`src/rtl/instr_issue_queue.sv`:
```
// In-order instruction issue buffer in front of the Tomasulo core.
// Presents the head instruction and pops it when accepted or dropped.
module instr_issue_queue #(
    parameter int unsigned DEPTH = 8,
    parameter int unsigned CNT_W = $clog2(DEPTH) + 1
) (
    input  logic             clk,
    input  logic             reset,
    input  logic             in_valid,
    input  logic [31:0]      in_instr,
    output logic             in_ready,
    input  logic             flush,
    input  logic             A_stall,
    input  logic             LS_stall,
    output logic [31:0]      instr,
    output logic             issued,
    output logic             dropped,
    output logic [CNT_W-1:0] count,
    output logic             empty,
    output logic             full,
    output logic [15:0]      stall_cycles
);

    localparam int unsigned PTR_W = $clog2(DEPTH);

    localparam logic [6:0] OP_LOAD  = 7'b0000011;
    localparam logic [6:0] OP_STORE = 7'b0100011;
    localparam logic [6:0] OP_R     = 7'b0110011;
    localparam logic [6:0] OP_I     = 7'b0010011;

    logic [31:0]      r_mem [DEPTH];
    logic [PTR_W-1:0] r_head;
    logic [PTR_W-1:0] r_tail;
    logic [CNT_W-1:0] r_count;
    logic [15:0]      r_stall_cycles;

    logic [31:0] w_head_instr;
    logic [6:0]  w_opcode;
    logic        w_is_a;
    logic        w_is_ls;
    logic        w_push;
    logic        w_pop;
    logic        w_blocked;

    // Head decode and issue decision, all from registered state plus stalls.
    always_comb begin
        w_head_instr = r_mem[r_head];
        w_opcode     = w_head_instr[6:0];
        w_is_ls      = (w_opcode == OP_LOAD) || (w_opcode == OP_STORE);
        w_is_a       = (w_opcode == OP_R)    || (w_opcode == OP_I);

        empty        = (r_count == '0);
        full         = (r_count == CNT_W'(DEPTH));
        in_ready     = !full;
        count        = r_count;
        stall_cycles = r_stall_cycles;

        instr   = empty ? 32'h0000_0000 : w_head_instr;
        issued  = !flush && !empty &&
                  ((w_is_a && !A_stall) || (w_is_ls && !LS_stall));
        dropped = !flush && !empty && !w_is_a && !w_is_ls;

        w_push    = in_valid && !full && !flush && !reset;
        w_pop     = issued || dropped;
        w_blocked = !empty && !issued && !dropped;
    end

    // Storage is not reset; empty forces the bubble on instr.
    always_ff @(posedge clk) begin
        if (w_push) begin
            r_mem[r_tail] <= in_instr;
        end
    end

    always_ff @(posedge clk) begin
        if (reset) begin
            r_head         <= '0;
            r_tail         <= '0;
            r_count        <= '0;
            r_stall_cycles <= '0;
        end else begin
            if (w_blocked) begin
                r_stall_cycles <= r_stall_cycles + 16'd1;
            end
            if (flush) begin
                r_head  <= '0;
                r_tail  <= '0;
                r_count <= '0;
            end else begin
                if (w_push) begin
                    r_tail <= r_tail + PTR_W'(1);
                end
                if (w_pop) begin
                    r_head <= r_head + PTR_W'(1);
                end
                unique case ({w_push, w_pop})
                    2'b10:   r_count <= r_count + CNT_W'(1);
                    2'b01:   r_count <= r_count - CNT_W'(1);
                    default: r_count <= r_count;
                endcase
            end
        end
    end

endmodule

```
`config.mk`:
```
export PLATFORM = sky130hd
export DESIGN_NAME = instr_issue_queue
export DESIGN_NICKNAME = d
export VERILOG_FILES = /design/src/rtl/instr_issue_queue.sv
export SDC_FILE = /design/constraint.sdc
export NUM_CORES = 1
export LEC_CHECK = 0
export BUFFER_PORTS_ARGS = -buffer_cell sky130_fd_sc_hd__buf_2
export CAP_MARGIN = 10
export CELL_PAD_IN_SITES_DETAIL_PLACEMENT = 1
export CELL_PAD_IN_SITES_GLOBAL_PLACEMENT = 1
export CORE_MARGIN = 8
export CORE_UTILIZATION = 53
export CTS_BUF_LIST = sky130_fd_sc_hd__clkbuf_4
export CTS_CLUSTER_SIZE = 25
export DETAILED_ROUTE_END_ITERATION = 12
export PLACE_DENSITY_LB_ADDON = 0.1
export SYNTH_ARGS = -nofsm -noshare
export SYNTH_HDL_FRONTEND = slang
export SYNTH_SLANG_ARGS = --single-unit
export TNS_END_PERCENT = 1
```
`constraint.sdc`:
```
create_clock -name clk -period 4.1 [get_ports clk]
set_input_delay 0.41 -clock clk [delete_from_list [all_inputs] [get_ports clk]]
set_output_delay 0.41 -clock clk [all_outputs]
set_load 0.02 [all_outputs]
```
==> run summary <==
CP Class = flop to flop
Synth Cell Area = 0.01118 sq mm
share of post-route cells with drive strength above 1 = 37.88%
slowest CP cell = buf_4
Final setup viols = 0
Peak Freq = 281.2 MHz
Core Box Area = 0.02089 sq mm
sequential area share after synthesis = 73.97%
Final Max Slew Viols = 0
reg2reg setup slack = 0.54 ns
hold depth = 1
Max-Slew Margin vs Limit = 27.37%
CP Buf/Inv Count = 3
CTS resizes = 0
#FFs+latches synth = 285
CTS Sinks = 285
power per cell area = 435.6 mW/mm^2
Clock Pin Slew Worst Setup and Hold Paths = 0.07 ns
# rows = 53
H-tree depth = 3
Reg-to-Reg End = count[3]$_SDFFE_PP0P_
most common cell after layout, fill and taps aside = edfxtp_1
final hold vios = 0
worst slew pin tran = 1.090 ns
Final Critical Period = 3.556 ns
Fill cells = 1894
GRT Util Overall = 19.22%
GRT overflow = 0
Nets = 816
Data required, critical path = 4.68 ns
CP Launch Type = flop
die area = 0.02599 sq mm
DRT iter0 DRCs = 351
DR vias/cell = 5.573
Area growth syn-to-layout = 19.15%
Yosys warnings = 0
Max-Cap Viols = 0
vias in the first global route = 6833
post-synthesis cell count = 589
post-synthesis cell type count = 39
Die X-Extent = 161.2 microns
CP max FO = 36
CTS tree = yes
CP Data Arrival Time = 4.14 ns
Routed Antenna Nets = 0
Hold Path End = r_mem[5][10]$_DFFE_PP_
routability congestion estimate = 0.7489
LEAKAGE = 4.506 nW
Avg Inst Size Synth = 18.98 sq um
Top delay family on crit path = buffers and inverters
crit-path cells = buf_4, mux2i_1, mux2i_1, o31ai_1, buf_4, inv_1, ha_1, ha_1, a21o_1, a21oi_1, xnor2_1, or3_1, a21oi_1
router iterations before antenna repair = 4
net count after synthesis = 634
drc violations = 0
initial antenna violation count = 2
VDD IR max = 0.3013 mV
RSZ-0062 raised after global routing = false
DP Wirelength = 14.70 mm
Longest Clk Path Bufs = 3
Skew-Pair Late Insertion Delay = 0.64 ns
hold_sp = in_instr[10]
HP Class = input pin to flop
outcome = completed
Tcrit/Tclk final = 86.72%
first-pass GRT wire length = 38.07 mm
# port buffers = 94
wire per inst = 22.29 microns
I/O pins = 95
worst-case reg-to-reg path depth = 13
Setup TNS = 0 ns
root buf cell = clkbuf_4
largest net degree at the start of global routing = 64
CP max stage delay = 0.62 ns
Cell Area, Placed = 0.01211 sq mm
vias = 6119
most frequent cells in the layout = edfxtp_1, clkbuf_4, buf_2
total CTS buffers = 74
Crit. End Element = flop
final wirelength = 24.47 mm
Clock Skew = 0.04855 ns
height of the die = 161.2 microns
final instance area = 0.01332 sq mm
starting density of the core = 53.51%
-- per-layer routing --
metal | wire length [microns] | up-vias | global-route usage (%) | part of all wire (%)
met4 | 408 | 2 | 7.029 | 1.7
met5 | 12 | - | 0 | 0.049
met2 | 12860 | 153 | 33.92 | 53
met3 | 1147 | 40 | 4.683 | 4.7
li1 | - | 2787 | - | -
met1 | 10040 | 3137 | 22.49 | 41
-- worst max-delay path by stage --
| stage | end | cells past startpoint |
|---|---|---|
| 4_1_cts | count[3]$_SDFFE_PP0P_ | 13 |
| 6_report | count[3]$_SDFFE_PP0P_ | 13 |
| 3_3_place_gp | count[3]$_SDFFE_PP0P_ | 13 |
| 3_5_place_dp | count[3]$_SDFFE_PP0P_ | 13 |
| 2_1_floorplan | r_mem[0][0]$_DFFE_PP_ | 5 |
| 5_1_grt | count[3]$_SDFFE_PP0P_ | 13 |
-- metrics by stage --
step / utilization, % / worst slack (ns) / power [mW] / instances / hold slack [ns]
floorplan: - / 0.01775 / 3.313 / 589 / 0.4591
global placement: 57.99 / 0.5610 / 3.378 / 945 / 0.4672
detailed placement: 57.99 / 0.5059 / 3.388 / 945 / 0.4948
CTS: 63.73 / 0.4777 / 5.869 / 1096 / 0.001443
global route: 63.76 / 0.2134 / 6.030 / 1098 / 0.01199
finish: 63.76 / 0.5444 / 5.801 / 1098 / 0.05733
-- layout make-up --
type | count | area [sq um] | share of cell area [%]
sequential | 285 | 8277 | 62.15
multi-input combinational | 263 | 2808 | 21.08
timing repair buffer | 138 | 900.9 | 6.764
clock buffer | 112 | 840.8 | 6.313
tap | 275 | 344.1 | 2.584
clock inverter | 14 | 108.9 | 0.8174
inverter | 9 | 33.78 | 0.2537
antenna | 2 | 5.005 | 0.03758
-- where the power goes --
group          leakage, nW  internal, mW  switching [mW]
clock network        0.566          1.36            1.09
registers             2.54          3.17         0.00556
logic                 1.40        0.0628           0.102
total                 4.51          4.60            1.20
-- kinds of logic after synthesis --
kind of cell    Yosys count  share of synthesized area, %
simple gates            112                         4.959
buf+inv                  41                         1.455
fa+ha+maj                 7                        0.8508
mux                     101                         16.24
xor+xnor                  6                        0.4702
flops                   285                         73.97
compound gates           37                         2.049
-- Yosys cell counts (all sizes together) --
library cell	number	area share (%)
a21o	1	0.067
a21oi	18	0.81
and2	1	0.056
and3	5	0.28
and4	1	0.078
buf	18	0.68
clkbuf	14	0.47
dfxtp	29	5.2
edfxtp	256	69
fa	1	0.18
ha	6	0.67
inv	9	0.30
mux2	3	0.30
mux2i	34	3.0
mux4	64	13
nand2	9	0.30
nand2b	2	0.11
nand3	8	0.36
nand4	3	0.17
nand4b	1	0.078
nor2	54	1.8
nor2b	3	0.17
nor3	6	0.27
nor3b	1	0.067
nor4	1	0.056
nor4b	1	0.13
o21a	1	0.067
o21ai	3	0.13
o21ba	1	0.090
o31a	1	0.078
o31ai	12	0.81
or2	1	0.056
or3	4	0.22
or4	11	0.74
xnor2	1	0.078
xor2	5	0.39
-- flip-flops by register name, summed over array words and instances (netlist names), named ones only --
name and count:
r_mem 256, stall_cycles 16, count 4, r_head 3
r_tail 3
-- repair_timing --
| action | 4_1_cts | 5_1_grt |
|---|---|---|
| endpoints found under the setup margin | 0 | 0 |
| hold buffers | 25 | 0 |
| hold endpoints to repair | 148 | 0 |
| setup buffers | 0 | 0 |
Power figures use the tool's default switching activity.
